$ cat config.mk
export PLATFORM = sky130hd
export DESIGN_NAME = alu_operand_loader_flat
export DESIGN_NICKNAME = d
export VERILOG_FILES = /design/src/rtl/alu_pkg.sv /design/src/rtl/alu_operand_loader_if.sv /design/src/rtl/btn_debounce.sv /design/src/rtl/alu_operand_loader.sv /design/src/flat_wrapper.sv
export SDC_FILE = /design/constraint.sdc
export NUM_CORES = 1
export LEC_CHECK = 0
export BUFFER_PORTS_ARGS = -buffer_cell sky130_fd_sc_hd__buf_4
export CAP_MARGIN = 40
export CORE_MARGIN = 4
export CORE_UTILIZATION = 50
export DETAILED_ROUTE_END_ITERATION = 8
export PLACE_DENSITY = 0.75
export SYNTH_ARGS = -nofsm -noshare
export SYNTH_HDL_FRONTEND = slang
export SYNTH_SLANG_ARGS = --single-unit
$ cat constraint.sdc
create_clock -name clk -period 1.8 [get_ports clk]
set_input_delay 0.54 -clock clk [delete_from_list [all_inputs] [get_ports clk]]
set_output_delay 0.54 -clock clk [all_outputs]
set_load 0.1 [all_outputs]
$ cat src/rtl/alu_pkg.sv
// rtl/alu_pkg.sv - shared opcode, state and width definitions for the ALU operand loader
package alu_pkg;

    localparam int OPND_W = 4;
    localparam int OPC_W  = 3;

    localparam logic [OPC_W-1:0] OP_ADD = 3'b000;
    localparam logic [OPC_W-1:0] OP_SUB = 3'b001;
    localparam logic [OPC_W-1:0] OP_NOT = 3'b010;
    localparam logic [OPC_W-1:0] OP_AND = 3'b011;
    localparam logic [OPC_W-1:0] OP_OR  = 3'b100;
    localparam logic [OPC_W-1:0] OP_XOR = 3'b101;
    localparam logic [OPC_W-1:0] OP_CMP = 3'b110;
    localparam logic [OPC_W-1:0] OP_EQ  = 3'b111;

    typedef enum logic [1:0] {
        S_A    = 2'b00,
        S_B    = 2'b01,
        S_OP   = 2'b10,
        S_HOLD = 2'b11
    } state_t;

endpackage

$ cat src/rtl/alu_operand_loader_if.sv
// rtl/alu_operand_loader_if.sv - operand set handshake towards the ALU stage
interface alu_operand_loader_if;
    import alu_pkg::*;

    logic              out_valid;
    logic              out_ready;
    logic [OPND_W-1:0] out_a;
    logic [OPND_W-1:0] out_b;
    logic [OPC_W-1:0]  out_op;
    logic [1:0]        phase;

    modport master (output out_valid, out_a, out_b, out_op, phase, input out_ready);
    modport slave  (input out_valid, out_a, out_b, out_op, phase, output out_ready);

endinterface

$ cat src/rtl/btn_debounce.sv
// rtl/btn_debounce.sv - button synchronizer, debounce (ALU_LOADER_DEBOUNCE_EN) and press edge detect
module btn_debounce #(
    parameter int DB_CYCLES = 50000,
    parameter int CNT_W     = 16
) (
    input  logic clk,
    input  logic rst_n,
    input  logic btn,
    output logic press
);

    logic [1:0] sync;
    logic [1:0] seen;
    logic       armed;
    logic       level;
    logic       level_q;

    // armed stays low until a genuine low sample follows reset, so a button
    // held through reset release cannot produce a press
    always_ff @(posedge clk or negedge rst_n) begin
        if (!rst_n) begin
            sync    <= 2'b00;
            seen    <= 2'b00;
            armed   <= 1'b0;
            level_q <= 1'b0;
        end else begin
            sync    <= {sync[0], btn};
            seen    <= {seen[0], 1'b1};
            armed   <= armed | (seen[1] & ~sync[1]);
            level_q <= level;
        end
    end

`ifdef ALU_LOADER_DEBOUNCE_EN
    logic [CNT_W-1:0] cnt;

    always_ff @(posedge clk or negedge rst_n) begin
        if (!rst_n) begin
            level <= 1'b0;
            cnt   <= '0;
        end else if (sync[1] != level) begin
            if (cnt == CNT_W'(DB_CYCLES - 1)) begin
                level <= sync[1];
                cnt   <= '0;
            end else begin
                cnt <= cnt + 1'b1;
            end
        end else begin
            cnt <= '0;
        end
    end
`else
    logic [31:0] unused_cfg;

    assign unused_cfg = DB_CYCLES + CNT_W;
    assign level      = sync[1];
`endif

    assign press = armed & level & ~level_q;

endmodule

$ cat src/rtl/alu_operand_loader.sv
// rtl/alu_operand_loader.sv - captures A, B and opcode from switches on button presses; ALU_LOADER_DEBOUNCE_EN enables debounce
module alu_operand_loader
    import alu_pkg::*;
#(
    parameter int DB_CYCLES = 50000,
    parameter int CNT_W     = 16
) (
    input  logic                 clk,
    input  logic                 rst_n,
    input  logic [OPND_W-1:0]    sw,
    input  logic                 btn,
    alu_operand_loader_if.master bus
);

    logic [OPND_W-1:0] sw_s1;
    logic [OPND_W-1:0] sw_s2;
    logic              press;
    state_t            state;
    state_t            state_nx;
    logic              cap_a;
    logic              cap_b;
    logic              cap_op;

    btn_debounce #(
        .DB_CYCLES (DB_CYCLES),
        .CNT_W     (CNT_W)
    ) u_btn (
        .clk   (clk),
        .rst_n (rst_n),
        .btn   (btn),
        .press (press)
    );

    always_ff @(posedge clk or negedge rst_n) begin
        if (!rst_n) begin
            sw_s1 <= '0;
            sw_s2 <= '0;
            state <= S_A;
        end else begin
            sw_s1 <= sw;
            sw_s2 <= sw_s1;
            state <= state_nx;
        end
    end

    // presses in S_HOLD fall through untouched, so a press during the handshake is dropped
    always_comb begin
        state_nx = state;
        cap_a    = 1'b0;
        cap_b    = 1'b0;
        cap_op   = 1'b0;
        case (state)
            S_A:    if (press) begin cap_a  = 1'b1; state_nx = S_B;    end
            S_B:    if (press) begin cap_b  = 1'b1; state_nx = S_OP;   end
            S_OP:   if (press) begin cap_op = 1'b1; state_nx = S_HOLD; end
            S_HOLD: if (bus.out_valid && bus.out_ready) state_nx = S_A;
            default: state_nx = S_A;
        endcase
    end

    always_ff @(posedge clk or negedge rst_n) begin
        if (!rst_n) begin
            bus.out_valid <= 1'b0;
            bus.out_a     <= '0;
            bus.out_b     <= '0;
            bus.out_op    <= '0;
        end else begin
            bus.out_valid <= (state_nx == S_HOLD);
            if (cap_a)  bus.out_a  <= sw_s2;
            if (cap_b)  bus.out_b  <= sw_s2;
            if (cap_op) bus.out_op <= sw_s2[OPC_W-1:0];
        end
    end

    assign bus.phase = state;

endmodule

$ cat src/flat_wrapper.sv
// flat-port wrapper written by rule: the top's interface ports become plain ports
module alu_operand_loader_flat import alu_pkg::*;
#(
    parameter int DB_CYCLES = 50000,
    parameter int CNT_W     = 16
)
  (clk, rst_n, sw, btn, bus_out_valid, bus_out_a, bus_out_b, bus_out_op, bus_phase, bus_out_ready);
  alu_operand_loader_if bus_i ();
  input  logic clk;
  input  logic rst_n;
  input  logic [OPND_W-1:0] sw;
  input  logic btn;
  output wire logic [$bits(bus_i.out_valid)-1:0] bus_out_valid;
  output wire logic [$bits(bus_i.out_a)-1:0] bus_out_a;
  output wire logic [$bits(bus_i.out_b)-1:0] bus_out_b;
  output wire logic [$bits(bus_i.out_op)-1:0] bus_out_op;
  output wire logic [$bits(bus_i.phase)-1:0] bus_phase;
  input wire logic [$bits(bus_i.out_ready)-1:0] bus_out_ready;
  assign bus_out_valid = bus_i.out_valid;
  assign bus_out_a = bus_i.out_a;
  assign bus_out_b = bus_i.out_b;
  assign bus_out_op = bus_i.out_op;
  assign bus_phase = bus_i.phase;
  assign bus_i.out_ready = bus_out_ready;
  alu_operand_loader #(.DB_CYCLES(DB_CYCLES), .CNT_W(CNT_W)) u_core (.clk(clk), .rst_n(rst_n), .sw(sw), .btn(btn), .bus(bus_i));
endmodule
Word level (Yosys, flattened, before mapping)
Cells that the tools add are included.
{"block": "totals", "elab_cells": 32, "reg_bits": 28, "latch_bits": 0, "ram_bits": 0, "rom_bits": 0, "input_bits": 8, "memories": 0}
{"block": "op_classes", "multipliers": 0, "shifts": 0, "n_div": 0, "add_sub_neg": 0, "muxes": 9, "order_cmp": 0, "n_eq_ne": 4, "n_bitwise": 6, "reduce_logical": 2}
{"op": "two-way mux 2 bit", "n": 4}
{"op": "one-hot mux 2 bit (4 select lines)", "n": 1}
{"op": "== test 2 bit, second input constant", "n": 3}
{"op": "two-way mux 1 bit", "n": 4}
{"op": "bitwise AND 1 bit", "n": 3}
{"op": "== test 2 x 1 -> 1 bit, second input constant", "n": 1}
{"op": "zero test 2 bit", "n": 1}
{"op": "NOT 1 bit", "n": 2}
{"op": "logical AND 1 bit", "n": 1}
{"op": "OR 1 bit", "n": 1}

Longest topological paths before layout
{"block": "logic_depth", "ltp_word": 5, "ltp_mapped": 4}

Modules after synthesis
Synthesis repeated with hierarchy kept, for this count alone.
{"block": "hier_totals", "hier_cells": 54, "hier_area_um2": 937.1}
{"module": "alu_operand_loader", "instances": 1, "cells_per_inst": 43, "area_each_um2": 764.5}
{"module": "btn_debounce", "instances": 1, "cells_per_inst": 11, "area_each_um2": 172.7}

Worst setup path after synthesis
Ideal clock, no wire load.
{"block": "synth_timing", "kind": "flip-flop to flip-flop", "from": "reg u_core.state[0], in the netlist u_core.bus.phase[0]", "to": "reg u_core.bus.out_b[0]", "period_less_slack_ps": 1937, "path_stages_with_launch": 4, "required_time_ps": 1675, "t_arrival_ps": 1811, "path_buffers": 1, "slack_ps": -137, "cell_sequence": "dfrtp_1 or3b_1 buf_6 mux2_4"}
{"block": "synth_via", "elab_chain_len": 2}
{"element": "from (decl)", "line_no": "alu_operand_loader.sv:18", "source": "state_t state;"}
{"element": "from (signal assigned)", "line_no": "alu_operand_loader.sv:42", "source": "state <= state_nx;"}
{"element": "== test 2 x 1 -> 1 bit", "line_no": "alu_operand_loader.sv:52", "source": "case (state)"}
{"element": "two-way mux 1 bit", "line_no": "alu_operand_loader.sv:52"}
{"element": "to (signal assigned)", "line_no": "alu_operand_loader.sv:70", "source": "if (cap_b) bus.out_b <= sw_s2;"}
{"element": "to (decl)", "line_no": "alu_operand_loader_if.sv:12", "source": "modport master (output out_valid, out_a, out_b, out_op, phase, input out_ready);"}
No other way between the ends.
A chain may end at the register's enable or synchronous reset.

Worst setup path after layout
{"block": "layout_timing", "from": "reg u_core.state[1], in the netlist u_core.bus.phase[1]", "to": "out bus_phase[1]"}
{"element": "to (decl)", "line_no": "flat_wrapper.sv:17", "source": "output wire logic [$bits(bus_i.phase)-1:0] bus_phase;"}
No word-level cell between the ends.

==> results.yml <==
outcome:
  outcome: "finished clean"
detailed_routing:
  vias: 483
  drt_iter0_markers: 2
  drc: 0
  wirelength_mm: 1.27
  wl_per_cell_um: 12.1
  drtPass1Iterations: 3
  via_per_inst: 4.60
  drt.antenna.violating_nets: 0
clock_network:
  clk_pin_slew_worst_paths_ns: 0.14
  cts_root_buf: "clkbuf_4"
  numClockSinks: 28
  h-tree-depth: 1
  cts_hold_buf: 0
  cts_tree: "built"
  cts_buffers: 3
  clock_latency_ns: 0.31
  cts_setup_buffers: 0
  clk_path_buf_depth: 2
  post_cts_resized: 0
floorplanning:
  initial_core_util_pct: 53.6
  die_y_um: 51.5
  fp.dieArea_um2: 2650
  die_x_um: 51.5
  fp-row-count: 15
  coreArea_um2: 1760
  ios: 22
setup_path:
  crit_family: "flip-flops"
  crit_path_top_delay_cell: "dfrtp_2"
  critical_path_class: "reg -> out"
  critPathBufInv: 1
  cp-end-kind: "primary output"
  critPathMaxFanout: 7
  rr_startpoint: "u_core.u_btn.level_q$_DFF_PN0_"
  critPathLaunchType: "register"
  cp_cell_sequence: "buf_4"
  cp.required_ns: 1.26
  critPathArrivalTime_ns: 1.06
  crit_start: "u_core.bus.phase[1]$_DFF_PN0_"
  cp_slowest_stage_delay_ns: 0.44
global_routing:
  grt_max_degree: 29
  grt.busiest_layer: "met2"
  global_route.usage.met1_pct: 15.7
  met3_usage_pct: 4.01
  grt_antenna_before_repair: 0
  grt_overflow_total: 0
  track_usage_pct: 11.6
  grt_pass1_wl_mm: 2.21
  grtUsageMet2_pct: 16.3
  grt_pass1_vias: 474
sta:
  finalHoldViolations: 0
  drv_slew: 0
  setup_violations: 0
  fmax_ghz: 0.625
  fin_crit_sh_pct: 88.9
  min_period_ns: 1.60
  rsz0062_at_grt: "no"
  final.setup.tns_ns: 0
  fin_skew_ns: 0.00448
  hold-worst-slack_ns: 0.104
layout:
  diodes: 0
  final_util_pct: 67.2
  syn_to_final_growth_pct: 25.4
  instances_no_fill: 105
  fin_nets: 89
  drive_gt1_share_pct: 50.0
  fillCellCount: 146
flow_run:
  maxCapViolCount: 0
synth:
  synth_nets: 63
  syn_inst: 55
  yosysTopAreaCell: "dfrtp_1"
  seq_area_frac_synth_pct: 74.1
  syn_area_um2: 946
  ys_warn_count: 0
  syn_avg_cell_area_um2: 17.2
  yosys_register_bits: 28
  yosys.area.top_type_share_pct: 74.1
  ys_types: 16
  synth.area.top_cells: "dfrtp_1, mux2_2, mux2_4"
placement:
  dp_hpwl_um: 936
  gp_congestion: 0.726
  io_buffers: 21
  dp_cells: 101
min_path:
  hp-class: "in -> async"
-- cells in the mapped netlist, drive strengths merged --
| cell type | n |
|---|---|
| dfrtp | 28 |
| mux2 | 11 |
| nand2 | 2 |
| nand3 | 2 |
| or3b | 2 |
| a21o | 1 |
| a21oi | 1 |
| buf | 1 |
| conb | 1 |
| inv | 1 |
| nand3b | 1 |
| nor2 | 1 |
| nor2b | 1 |
| nor3 | 1 |
| o21ai | 1 |
-- per-layer routing --
layer / up-vias / part of all wire (%)
li1: 233 / -
met1: 232 / 47
met2: 16 / 43
met3: 2 / 8.0
met4: 0 / 0.95
met5: - / 0
-- final timing paths --
path / slack (ns) / cells after the start / to
worst max register to register: 0.31 / 3 / u_core.bus.out_b[2]$_DFFE_PN0P_
max in group asynchronous: 1.44 / 1 / u_core.bus.phase[0]$_DFF_PN0_
worst max-delay path: 0.20 / 1 / bus_phase[1]
min in group clk: 0.32 / 1 / u_core.sw_s1[3]$_DFF_PN0_
worst min-delay path: 0.10 / 1 / u_core.bus.out_valid$_DFF_PN0_
worst min register to register: 0.37 / 0 / u_core.sw_s2[0]$_DFF_PN0_
-- metrics by stage --
stage	worst slack, ns	instance area (um2)
3_5_place_dp	0.316	1130
6_report	0.199	1190
3_3_place_gp	0.347	1130
2_1_floorplan	0.155	948
5_1_grt	0.141	1190
4_1_cts	0.191	1190
-- cells by family (layout without fill, tap and decap cells) --
| logic type | Yosys count | after routing | synth area share [%] |
|---|---|---|---|
| flops | 28 | 28 | 74.1 |
| simple gates | 10 | 10 | 7.41 |
| other cells | 1 | 1 | 0.396 |
| buf+inv | 2 | 27 | 1.59 |
| mux | 11 | 11 | 14.7 |
| compound gates | 3 | 3 | 1.85 |
-- state kept, by name, summed over array words and instances (netlist names), 2 cells and up --
register           count
u_core.bus.out_op      3
u_core.bus.out_a       4
u_core.bus.phase       2
u_core.sw_s1           4
u_core.bus.out_b       4
u_core.sw_s2           4
u_core.u_btn.seen      2
u_core.u_btn.sync      2
-- cells in the final DEF (no fill, tap or decap), drive strengths merged --
master	synthesis	routed
conb	1	1
nand3b	1	1
a21o	1	1
nor2	1	1
dfrtp	28	28
nor3	1	1
o21ai	1	1
inv	1	1
or3b	2	2
buf	1	22
mux2	11	11
nand2	2	2
clkbuf	0	3
nand3	2	2
a21oi	1	1
bufinv	0	1
nor2b	1	1
-- cell type report --
cell class              count  area, um2  area share, %
flip-flops and latches     28        703           59.3
clock buffers               3       22.5           1.90
repair buffers             22        165           13.9
multi-input cells          25        230           19.4
well taps                  25       31.3           2.64
inverters                   1       3.75          0.316
clock inverters             1       30.0           2.53
Power is not shown: default switching activity piles up to over one toggle a cycle in this logic, so the estimate is an artifact.
